--- src/rtl/hazard_pkg.sv ---
// Shared types and constants for the pipeline hazard/exception sequencer.
package hazard_pkg;

    typedef enum logic [1:0] {
        RUN   = 2'd0,
        DRAIN = 2'd1,
        HALT  = 2'd2
    } hz_state_e;

    localparam logic [1:0] FWD_RF  = 2'd0;
    localparam logic [1:0] FWD_MEM = 2'd1;
    localparam logic [1:0] FWD_WB  = 2'd2;

endpackage

--- src/rtl/hazard_ctrl_mod_fwd.sv ---
// Combinational ALU-operand forwarding comparator; the younger MEM result beats WB.
module fwd_unit_mod
    import hazard_pkg::*;
#(
    parameter int unsigned REG_ADDR_W = 4
) (
    input  logic [REG_ADDR_W-1:0] ex_rs_i,
    input  logic [REG_ADDR_W-1:0] mem_rd_i,
    input  logic                  mem_w_en_i,
    input  logic [REG_ADDR_W-1:0] wb_rd_i,
    input  logic                  wb_w_en_i,
    output logic [1:0]            fwd_sel_o
);

    always_comb begin
        fwd_sel_o = FWD_RF;
        if (mem_w_en_i && (mem_rd_i == ex_rs_i)) begin
            fwd_sel_o = FWD_MEM;
        end else if (wb_w_en_i && (wb_rd_i == ex_rs_i)) begin
            fwd_sel_o = FWD_WB;
        end
    end

endmodule

--- src/rtl/hazard_ctrl_mod.sv ---
// Pipeline hazard and exception sequencer: load-use stalls, branch flushes,
// operand forwarding and the exception drain/halt sequence.
module hazard_ctrl_mod
    import hazard_pkg::*;
#(
    parameter int unsigned REG_ADDR_W   = 4,
    parameter int unsigned DRAIN_CYCLES = 3,
    parameter int unsigned EXC_CNT_W    = 8
) (
    input  logic                  clk,
    input  logic                  rst_n,
    input  logic [REG_ADDR_W-1:0] id_rs1_i,
    input  logic [REG_ADDR_W-1:0] id_rs2_i,
    input  logic                  id_use_rs1_i,
    input  logic                  id_use_rs2_i,
    input  logic [REG_ADDR_W-1:0] ex_rs1_i,
    input  logic [REG_ADDR_W-1:0] ex_rs2_i,
    input  logic [REG_ADDR_W-1:0] ex_rd_i,
    input  logic                  ex_is_load_i,
    input  logic [REG_ADDR_W-1:0] mem_rd_i,
    input  logic                  mem_w_en_i,
    input  logic [REG_ADDR_W-1:0] wb_rd_i,
    input  logic                  wb_w_en_i,
    input  logic                  branch_taken_i,
    input  logic [2:0]            exc_flags_i,
    input  logic                  resume_i,
    output logic                  stall_pc_o,
    output logic                  stall_if_id_o,
    output logic                  flush_if_id_o,
    output logic                  flush_id_ex_o,
    output logic [1:0]            fwd_a_sel_o,
    output logic [1:0]            fwd_b_sel_o,
    output logic                  halt_o,
    output logic [2:0]            exc_code_o,
    output logic [EXC_CNT_W-1:0]  exc_count_o
);

    localparam logic [2:0] DRAIN_LAST = 3'(DRAIN_CYCLES - 1);

    hz_state_e      state_q, state_d;
    logic [2:0]     drain_cnt_q, drain_cnt_d;
    logic           take_exc;
    logic           load_use;

    fwd_unit_mod #(.REG_ADDR_W(REG_ADDR_W)) u_fwd_a (
        .ex_rs_i    (ex_rs1_i),
        .mem_rd_i   (mem_rd_i),
        .mem_w_en_i (mem_w_en_i),
        .wb_rd_i    (wb_rd_i),
        .wb_w_en_i  (wb_w_en_i),
        .fwd_sel_o  (fwd_a_sel_o)
    );

    fwd_unit_mod #(.REG_ADDR_W(REG_ADDR_W)) u_fwd_b (
        .ex_rs_i    (ex_rs2_i),
        .mem_rd_i   (mem_rd_i),
        .mem_w_en_i (mem_w_en_i),
        .wb_rd_i    (wb_rd_i),
        .wb_w_en_i  (wb_w_en_i),
        .fwd_sel_o  (fwd_b_sel_o)
    );

    assign load_use = ex_is_load_i &&
                      ((id_use_rs1_i && (id_rs1_i == ex_rd_i)) ||
                       (id_use_rs2_i && (id_rs2_i == ex_rd_i)));

    always_comb begin
        state_d       = state_q;
        drain_cnt_d   = drain_cnt_q;
        take_exc      = 1'b0;
        stall_pc_o    = 1'b0;
        stall_if_id_o = 1'b0;
        flush_if_id_o = 1'b0;
        flush_id_ex_o = 1'b0;
        unique case (state_q)
            RUN: begin
                if (exc_flags_i != 3'b000) begin
                    take_exc      = 1'b1;
                    stall_pc_o    = 1'b1;
                    flush_if_id_o = 1'b1;
                    flush_id_ex_o = 1'b1;
                    drain_cnt_d   = '0;
                    state_d       = DRAIN;
                end else if (branch_taken_i) begin
                    flush_if_id_o = 1'b1;
                    flush_id_ex_o = 1'b1;
                end else if (load_use) begin
                    // One bubble suffices: next cycle the load sits in MEM and the match vanishes
                    stall_pc_o    = 1'b1;
                    stall_if_id_o = 1'b1;
                    flush_id_ex_o = 1'b1;
                end
            end
            DRAIN: begin
                stall_pc_o    = 1'b1;
                flush_if_id_o = 1'b1;
                flush_id_ex_o = 1'b1;
                drain_cnt_d   = drain_cnt_q + 3'd1;
                if (drain_cnt_q == DRAIN_LAST) begin
                    state_d = HALT;
                end
            end
            HALT: begin
                stall_pc_o    = 1'b1;
                stall_if_id_o = 1'b1;
                flush_id_ex_o = 1'b1;
                if (resume_i) begin
                    state_d = RUN;
                end
            end
            default: state_d = RUN;
        endcase
    end

    always_ff @(posedge clk or negedge rst_n) begin
        if (!rst_n) begin
            state_q     <= RUN;
            drain_cnt_q <= '0;
            exc_code_o  <= '0;
            exc_count_o <= '0;
        end else begin
            state_q     <= state_d;
            drain_cnt_q <= drain_cnt_d;
            if (take_exc) begin
                exc_code_o <= exc_flags_i;
                if (exc_count_o != '1) begin
                    exc_count_o <= exc_count_o + EXC_CNT_W'(1);
                end
            end
        end
    end

    assign halt_o = (state_q == HALT);

endmodule

--- config.mk ---
export PLATFORM = sky130hd
export DESIGN_NAME = hazard_ctrl_mod
export DESIGN_NICKNAME = d
export VERILOG_FILES = /design/src/rtl/hazard_pkg.sv /design/src/rtl/hazard_ctrl_mod_fwd.sv /design/src/rtl/hazard_ctrl_mod.sv
export SDC_FILE = /design/constraint.sdc
export NUM_CORES = 1
export LEC_CHECK = 0
export ABC_CLOCK_PERIOD_IN_PS = 3400
export CORE_AREA = 5 5 73 55
export DETAILED_ROUTE_END_ITERATION = 10
export DIE_AREA = 0 0 78 60
export HOLD_SLACK_MARGIN = 0.12
export PLACE_DENSITY_LB_ADDON = 0.12
export SYNTH_ARGS = -nofsm -noshare
export SYNTH_HDL_FRONTEND = slang
export SYNTH_SLANG_ARGS = --single-unit
--- constraint.sdc ---
create_clock -name clk -period 3.4 [get_ports clk]
set_input_delay 0.51 -clock clk [delete_from_list [all_inputs] [get_ports clk]]
set_output_delay 0.51 -clock clk [all_outputs]
set_load 0.05 [all_outputs]
==> flow_summary.toml <==
[detailed_routing]
drt_iter0_drc = 41
via_per_inst = 5.01
ant_nets = 0
route.detailed.drc = 0
wl_per_cell_um = 14.6
dr_total_vias = 1158
wl_mm = 3.36
drt_pass1_iterations = 4

[clocking]
root_buffer = "clkbuf_8"
post_cts_buffers = 0
cts_resized = 0
clk_latency_ns = 0.25
cts-buffers-inserted = 3
cts_hold_buf = 0
clock_sinks = 16
cts.clk_slew.worst_paths_ns = 0.06
cts-htree-levels = 1
clk_path_buf_depth = 2
cts_tree = "done"

[finish]
multiInputGateArea_um2 = 805
diodes = 0
drive_gt1_share_pct = 10.5
layout_commonest_cell = "clkdlybuf4s50_1"
area_growth_pct = 57.7
regArea_um2 = 400
stdcell_count = 231
num-fill-cells = 285
final_cell_mix = "clkdlybuf4s50_1 (57), xnor2_1 (17), dfrtp_1 (16)"
layout.nets = 239
final_area_mm2 = 0.00193
finalCoreUtilization_pct = 58.4

[yosys]
yosysSeqAreaShare_pct = 32.7
synth_cell_type_count = 37
synth_compound_area_share_pct = 14.0
synthAdderAreaFrac_pct = 7.14
syn_area_mm2 = 0.00123
syn_avg_cell_area_um2 = 9.65
postSynthCellCount = 127
muxShareOfSynthArea_pct = 3.06
synth_fp_nets = 174
synth_top_family_by_area = "XOR/XNOR gates"
ys_ff_latch = 16
synth-xor-area-share_pct = 22.9
yosys_warnings = 0
synthSimpleGateAreaFrac_pct = 17.6

[die]
die_width_um = 78
rows = 18
start_util_pct = 37.0
die_h_um = 60
ioPinCount = 60
core-area_mm2 = 0.00331
dieArea_mm2 = 0.00468

[timing]
drv_slew = 0
relSlewSlack_pct = 49.6
setup_violations = 0
fin_crit_ns = 3.11
fin_crit_sh_pct = 91.5
rsz0062_at_grt = "false"
totalNegativeSetupSlack_ns = 0
setup_ws_ns = 0.289
tightestPinTransition_ns = 0.754
fmax_mhz = 321
skew_ns = 0.00379
finalHoldViolCount = 0
finalHoldWorstSlack_ns = 0.502

[placement]
place_congestion = 0.751
dpl.cell_count = 227
dp_hpwl_mm = 2.73
placed_cell_area_mm2 = 0.00188
portBuffers = 59
preCtsSetupSlack_ns = 0.313

[power]
combPwrFrac_pct = 66.4
leakagePower_nw = 0.797
power_mw = 1.59
switching_share_pct = 49.0
vdd_ir_drop_max_v = 0.000560
p_per_area_mw_per_mm2 = 821
power_switching_mw = 0.777
sequentialPowerShare_pct = 22.9
internal_power_mw = 0.811
p_clk_share_pct = 10.7

[global_routing]
antenna_found_initial = 0
grt_use_total_pct = 14.6
grt_pass1_wl_mm = 5.41
grt_max_degree = 17
globalRouteOverflowTotal = 0
grt_pass1_vias = 1103

[min_path]
whs_endpoint = "exc_code_o[2]$_DFFE_PN0P_"
hold_depth = 1
worstHoldPathType = "reg2reg"
worst_hold_startpoint = "exc_code_o[2]$_DFFE_PN0P_"

[critical_path]
r2r_cells = 7
crit_fanout = 14
cp-start-kind = "flop"
critPathKind = "reg2out"
end_kind = "primary output"
timing.rr.start = "state_q[0]$_DFFE_PN0P_"
reg2reg_setup_slack_ns = 1.25
required_ns = 2.89
crit_arrival_ns = 2.60
r2r-end = "exc_count_o[7]$_DFFE_PN0P_"

[job]
drv_cap = 0

[outcome]
status = "finished clean"
cell type report:
class / instances / share of cell area (%)
Multi-Input combinational cell: 104 / 41.6
Timing Repair Buffer: 61 / 31.1
Sequential cell: 16 / 20.7
Clock buffer: 4 / 2.85
Tap cell: 40 / 2.59
Inverter: 6 / 1.17
cell families after synthesis:
| logic type | Yosys count |
|---|---|
| DFF | 16 |
| buffers and inverters | 7 |
| muxes | 3 |
| AOI/OAI and AO/OA | 22 |
| xor gates and xnor gates | 32 |
| and+or+nand+nor | 40 |
| adders and majority gates | 7 |
Yosys cell counts (all sizes together):
cell | count | area (µm²)
a211o | 1 | 8.76
a21o | 1 | 7.51
a21oi | 3 | 18.8
a22o | 4 | 36.3
a311oi | 1 | 8.76
a31o | 1 | 8.76
a31oi | 1 | 6.26
and3 | 2 | 12.5
buf | 1 | 11.3
dfrtp | 16 | 400
ha | 7 | 87.6
inv | 6 | 22.5
mux2 | 3 | 37.5
nand2 | 6 | 22.5
nand2b | 4 | 25.0
nand3 | 8 | 40.0
nand3b | 1 | 7.51
nand4 | 1 | 6.26
nor2 | 8 | 30.0
nor3 | 3 | 15.0
nor4 | 2 | 12.5
nor4b | 1 | 8.76
o21ai | 4 | 23.8
o22a | 2 | 18.8
o31a | 1 | 10.0
o31ai | 2 | 15.0
o41ai | 1 | 8.76
or3 | 1 | 6.26
or4 | 2 | 15.0
or4b | 1 | 13.8
xnor2 | 17 | 149
xor2 | 15 | 131
flip-flops by register name, summed over array words and instances, names as in the netlist:
signal / cells
drain_cnt_q: 3
exc_code_o: 3
exc_count_o: 8
state_q: 2
power by group through the flow:
stage | sequential, mW | clock (mW) | combinational, mW
global route | 0.376 | 0.183 | 1.13
floorplan | 0.534 | 0 | 0.554
finish | 0.364 | 0.170 | 1.05
detailed placement | 0.362 | 0 | 1.05
global placement | 0.358 | 0 | 1.04
CTS | 0.365 | 0.176 | 1.06
per-layer routing:
| layer | wire length, µm | GRT usage, % | vias up | part of all wire [%] |
|---|---|---|---|---|
| met2 | 1600 | 24.0 | 25 | 48 |
| met1 | 1590 | 19.8 | 551 | 47 |
| met4 | 15 | 1.45 | 0 | 0.45 |
| li1 | - | - | 579 | - |
| met5 | 0 | 0 | - | 0 |
| met3 | 154 | 4.22 | 3 | 4.6 |
worst max-delay path by stage:
stage / end / startpoint / depth (start not counted) / slack (ns)
final: flush_id_ex_o / state_q[0]$_DFFE_PN0P_ / 6 / 0.29
after global routing: flush_id_ex_o / state_q[0]$_DFFE_PN0P_ / 6 / 0.12
after CTS: flush_id_ex_o / state_q[0]$_DFFE_PN0P_ / 6 / 0.30
after detailed placement: flush_id_ex_o / exc_flags_i[0] / 6 / 0.31
after global placement: flush_id_ex_o / ex_rd_i[2] / 6 / 0.36
after floorplan: stall_if_id_o / id_rs1_i[1] / 4 / 0.27
worst max-delay path, cell delays in order (launching register included):
cell and delay, ns:
dfrtp_1 0.43, inv_1 0.11, ha_1 0.45, o21ai_0 0.21
a21o_1 0.21, o31ai_1 0.06, clkdlybuf4s50_1 0.86
Note: power is estimated with default switching activity, not from simulation.
